<file path="src/rtl/regfile_wb_arbiter.sv">
// Write-back scheduler for the dual-write-port register file: round-robin grant of up to
// two producers per cycle, same-address conflict guard, registered write-port outputs.
module regfile_wb_arbiter #(
   parameter int NUM_REQ = 3,
   parameter int DATA_W  = 16,
   parameter int ADDR_W  = 3
) (
   input  logic                      clk,
   input  logic                      rst,
   input  logic [NUM_REQ-1:0]        req_valid,
   input  logic [NUM_REQ*ADDR_W-1:0] req_addr,
   input  logic [NUM_REQ*DATA_W-1:0] req_data,
   output logic [NUM_REQ-1:0]        req_ready,
   input  logic                      stall,
   output logic [1:0]                wr_en,
   output logic [ADDR_W-1:0]         wr_addr_0,
   output logic [ADDR_W-1:0]         wr_addr_1,
   output logic [DATA_W-1:0]         wr_data_0,
   output logic [DATA_W-1:0]         wr_data_1,
   output logic [2**ADDR_W-1:0]      pending_mask
);

   localparam int PTR_W = (NUM_REQ > 1) ? $clog2(NUM_REQ) : 1;
   localparam int NREG  = 2**ADDR_W;

   logic [PTR_W-1:0]   rr_ptr_r;
   logic [PTR_W-1:0]   rr_nxt_s;
   logic [PTR_W-1:0]   idx0_s;
   logic [PTR_W-1:0]   idx1_s;
   logic               g0_s;
   logic               g1_s;
   logic [NUM_REQ-1:0] ready_s;
   logic [ADDR_W-1:0]  addr0_s;
   logic [ADDR_W-1:0]  addr1_s;
   logic [DATA_W-1:0]  data0_s;
   logic [DATA_W-1:0]  data1_s;
   logic [NREG-1:0]    mask_nxt_s;

   function automatic logic [PTR_W-1:0] ptr_inc(input logic [PTR_W-1:0] p);
      ptr_inc = (int'(p) == NUM_REQ - 1) ? '0 : p + PTR_W'(1);
   endfunction

   // Round-robin scan from rr_ptr; port 1 skips requesters aliasing the port-0 address
   always_comb begin
      logic [PTR_W-1:0] p;
      int               idx;
      g0_s    = 1'b0;
      g1_s    = 1'b0;
      idx0_s  = '0;
      idx1_s  = '0;
      addr0_s = '0;
      addr1_s = '0;
      data0_s = '0;
      data1_s = '0;
      ready_s = '0;
      p       = '0;
      idx     = 0;
      if (!rst && !stall) begin
         for (int k = 0; k < NUM_REQ; k++) begin
            idx = int'(rr_ptr_r) + k;
            idx = (idx >= NUM_REQ) ? idx - NUM_REQ : idx;
            p   = PTR_W'(idx);
            if (req_valid[p] && !g0_s) begin
               g0_s       = 1'b1;
               idx0_s     = p;
               addr0_s    = req_addr[p*ADDR_W +: ADDR_W];
               data0_s    = req_data[p*DATA_W +: DATA_W];
               ready_s[p] = 1'b1;
            end else if (req_valid[p] && !g1_s && (req_addr[p*ADDR_W +: ADDR_W] != addr0_s)) begin
               g1_s       = 1'b1;
               idx1_s     = p;
               addr1_s    = req_addr[p*ADDR_W +: ADDR_W];
               data1_s    = req_data[p*DATA_W +: DATA_W];
               ready_s[p] = 1'b1;
            end else begin
               ready_s[p] = ready_s[p];
            end
         end
      end else begin
         ready_s = '0;
      end

      if (g1_s) begin
         rr_nxt_s = ptr_inc(idx1_s);
      end else if (g0_s) begin
         rr_nxt_s = ptr_inc(idx0_s);
      end else begin
         rr_nxt_s = rr_ptr_r;
      end

      for (int j = 0; j < NREG; j++) begin
         mask_nxt_s[j] = (g0_s && (addr0_s == ADDR_W'(j))) || (g1_s && (addr1_s == ADDR_W'(j)));
      end
   end

   assign req_ready = ready_s;

   // Output stage and round-robin pointer; an idle port keeps its last address/data
   always_ff @(posedge clk or posedge rst) begin
      if (rst) begin
         wr_en        <= 2'b00;
         wr_addr_0    <= '0;
         wr_addr_1    <= '0;
         wr_data_0    <= '0;
         wr_data_1    <= '0;
         pending_mask <= '0;
         rr_ptr_r     <= '0;
      end else begin
         wr_en        <= {g1_s, g0_s};
         pending_mask <= mask_nxt_s;
         rr_ptr_r     <= rr_nxt_s;
         if (g0_s) begin
            wr_addr_0 <= addr0_s;
            wr_data_0 <= data0_s;
         end
         if (g1_s) begin
            wr_addr_1 <= addr1_s;
            wr_data_1 <= data1_s;
         end
      end
   end

endmodule

</file>
<file path="config.mk">
export PLATFORM = sky130hd
export DESIGN_NAME = regfile_wb_arbiter
export DESIGN_NICKNAME = d
export VERILOG_FILES = /design/src/rtl/regfile_wb_arbiter.sv
export SDC_FILE = /design/constraint.sdc
export NUM_CORES = 1
export LEC_CHECK = 0
export ABC_AREA = 1
export BUFFER_PORTS_ARGS = -buffer_cell sky130_fd_sc_hd__buf_2
export CAP_MARGIN = 20
export CORE_UTILIZATION = 36
export DETAILED_ROUTE_END_ITERATION = 8
export PLACE_DENSITY_LB_ADDON = 0.08
export SETUP_SLACK_MARGIN = 0.3
export SYNTH_ARGS = -nofsm -noshare
export SYNTH_HDL_FRONTEND = slang
export SYNTH_SLANG_ARGS = --single-unit
</file>
<file path="constraint.sdc">
create_clock -name clk -period 5.45 [get_ports clk]
set_input_delay 1.635 -clock clk [delete_from_list [all_inputs] [get_ports clk]]
set_output_delay 1.635 -clock clk [all_outputs]
set_load 0.05 [all_outputs]
</file>
==> reports/metrics.yaml <==
rr_endpoint: "pending_mask[0]"
synth-seq-cells: 50
yosys_warnings: 0
slew_violations: 0
syn_area_per_cell_um2: 6.22
holdPathEnd: "wr_addr_1[1]"
grt.busiest_layer: "met1"
path_common_cell: "nand2_1"
grtUsageMet2: 0.341
grt_util_met3: 0.0318
gr-total-overflow: 0
dieArea_mm2: 0.0122
worstMarginPinSlew_ns: 0.706
drt_pass1_iterations: 5
viasPerCell: 5.35
setup_viol: 0
cts_hold_buf: 0
grt_pass1_wl_um: 23900
start_util: 0.370
final_core_util: 0.451
crit_family: "simple AND/OR/NAND/NOR gates"
period_share: 0.924
status: "finished, final reports clean"
cts_buffer_depth: 2
clockRootBuffer: "clkbuf_16"
final-hold-violation-count: 0
clock_latency_ns: 0.29
yosysUniqueCellTypes: 35
wl_per_cell_um: 16.2
drv_cap: 0
cts_buffers: 5
cp-start-kind: "input pin"
num_vias: 4963
drive_gt1_frac: 0.223
fmax_mhz: 199
ff2ff_path_depth: 15
instances_no_fill: 927
place_area_mm2: 0.00495
core_area_mm2: 0.0115
period_needed_ns: 5.04
final_cell_mix: "nand2_1, buf_2, a21oi_1, inv_1, dfrtp_1"
mappedNetlistArea_mm2: 0.00425
min_from: "wr_addr_1[1]"
drt-total-wl_um: 15000
cts_tree: "done"
r2r_setup_slack_ns: 2.03
worst-setup-path-type: "input pin to primary output"
drc: 0
grt_use_total: 0.243
dp_hpwl_um: 10800
layout.nets: 850
clk_pin_slew_ns: 0.06
cts-htree-levels: 2
crit_chain: "buf_2, inv_1, nand2_1, nand3_2, nand2_4, nand2_1, nand2_1, nand2_1, nand3_1, nand2_1, nand2_1, o21ai_0, o21ai_0, nand2_1, a21oi_2, buf_4"
maxSlewHeadroom: 0.526
antenna_found_initial: 0
grt_max_degree: 51
slowest_stage: "buf_4"
die_w_um: 111
rsz0062_at_grt: "true"
routabilityCongestion: 0.852
diodes: 0
fin_tns_setup_ns: 0
fill_cells: 1215
synth_cells: 683
holdPathStages: 2
dieHeight_um: 111
drt-initial-drc-count: 478
arrival_ns: 3.40
area_growth_pct: 21.8
num_rows: 39
r2r-start: "rr_ptr_r[1]"
io_buffers: 113
place_inst: 915
required_ns: 3.82
synth-seq-area-share: 0.295
grt_pass1_vias: 4424
ant_nets: 0
critPathBufInv: 3
crit_fanout: 8
met1_usage: 0.390
ios: 114
critPathMaxStageDelay_ns: 0.20
mostFrequentLayoutCell: "nand2_1"
design_area_mm2: 0.00517
syn-num-nets: 750
cp-end-kind: "primary output"
clock_skew_ns: 0.00344
cts.sinks: 50
hp-class: "flip-flop to flip-flop"
[timing repair]
item / CTS / global route
setup buffers: 0 / 3
gates resized for setup: 1 / 14
pin swaps: 0 / 3
setup endpoints to repair: 1 / 3
[sequential cells by signal (all words and copies together) (netlist names)]
| name | count |
|---|---|
| pending_mask | 8 |
| wr_addr_1 | 3 |
| rr_ptr_r | 2 |
| wr_addr_0 | 3 |
| wr_data_1 | 16 |
| wr_en | 2 |
| wr_data_0 | 16 |
[stage by stage]
step | hold slack [ns] | worst slack, ns
after global routing | 0.501 | 0.276
after global placement | 0.461 | 0.335
after detailed placement | 0.464 | 0.285
after CTS | 0.481 | 0.333
final | 0.477 | 0.413
after floorplan | 0.516 | 0.438
[Yosys cell counts]
| library cell | instances | area (um^2) |
|---|---|---|
| clkinv_1 | 2 | 7.51 |
| nor3_1 | 6 | 30.0 |
| a21oi_1 | 77 | 385 |
| a21oi_4 | 1 | 16.3 |
| o21ai_0 | 48 | 240 |
| o22ai_1 | 1 | 6.26 |
| dfrtp_1 | 50 | 1250 |
| nand2_2 | 7 | 43.8 |
| nor2_1 | 46 | 173 |
| nor2_4 | 2 | 22.5 |
| ha_1 | 4 | 50.1 |
| nand3_1 | 28 | 140 |
| buf_6 | 1 | 11.3 |
| buf_2 | 8 | 40.0 |
| nand3_4 | 1 | 17.5 |
| o21a_1 | 1 | 7.51 |
| inv_2 | 11 | 41.3 |
| a221oi_1 | 1 | 8.76 |
| nand2_4 | 1 | 11.3 |
| buf_4 | 1 | 7.51 |
| buf_1 | 10 | 37.5 |
| nand2_1 | 206 | 773 |
| nand4_1 | 2 | 12.5 |
| o211ai_1 | 3 | 22.5 |
| and2_1 | 1 | 6.26 |
| o221ai_1 | 12 | 105 |
| inv_1 | 70 | 263 |
| o21ai_1 | 12 | 60.1 |
| a31oi_1 | 5 | 31.3 |
| nor2_2 | 2 | 12.5 |
| a22o_1 | 3 | 26.3 |
| a22oi_1 | 38 | 285 |
| o21ai_2 | 1 | 8.76 |
| clkbuf_1 | 19 | 71.3 |
| nand3_2 | 2 | 20.0 |
[cells by family after synthesis]
group,share of synthesized area
and+or+nand+nor,0.297
AOI/OAI and AO/OA,0.283
buffers and inverters,0.113
DFF,0.295
adders and majority gates,0.0118
[worst reg2reg max path, stage by stage (launching register included)]
cell     delay [ns]
dfrtp_1        0.40
inv_1          0.08
ha_1           0.21
inv_2          0.48
nand2_1        0.13
nand2_1        0.14
a21oi_4        0.08
buf_4          0.23
nand2_1        0.24
nor2_4         0.07
inv_2          0.06
buf_4          0.33
nand3_2        0.46
nor2_1         0.29
nand3_1        0.09
nand2_1        0.07
[per-layer routing]
metal / share of wire / vias up
met5: 0 / -
met4: 0.0085 / 0
met3: 0.072 / 8
met2: 0.41 / 231
met1: 0.51 / 2255
li1: - / 2469
[how the worst max path moves through the flow]
stage	start	to	slack, ns	cells after the start
after floorplan	req_valid[1]	req_ready[2]	0.44	10
after global placement	req_valid[1]	req_ready[2]	0.33	17
after detailed placement	req_valid[1]	req_ready[2]	0.28	17
after CTS	req_valid[1]	req_ready[2]	0.33	18
after global routing	req_valid[1]	req_ready[1]	0.28	16
final	req_valid[1]	req_ready[1]	0.41	16
[layout make-up]
| cell class | count | area (um^2) | share of cell area |
|---|---|---|---|
| Sequential cell | 50 | 1250 | 0.242 |
| Timing Repair Buffer | 132 | 736 | 0.142 |
| Tap cell | 143 | 179 | 0.0346 |
| Multi-Input combinational cell | 511 | 2550 | 0.492 |
| Clock buffer | 7 | 143 | 0.0276 |
| Inverter | 83 | 313 | 0.0605 |
| Clock inverter | 1 | 5.00 | 0.000967 |
Power is not shown: default switching activity piles up to over one toggle a cycle in this logic, so the estimate is an artifact.
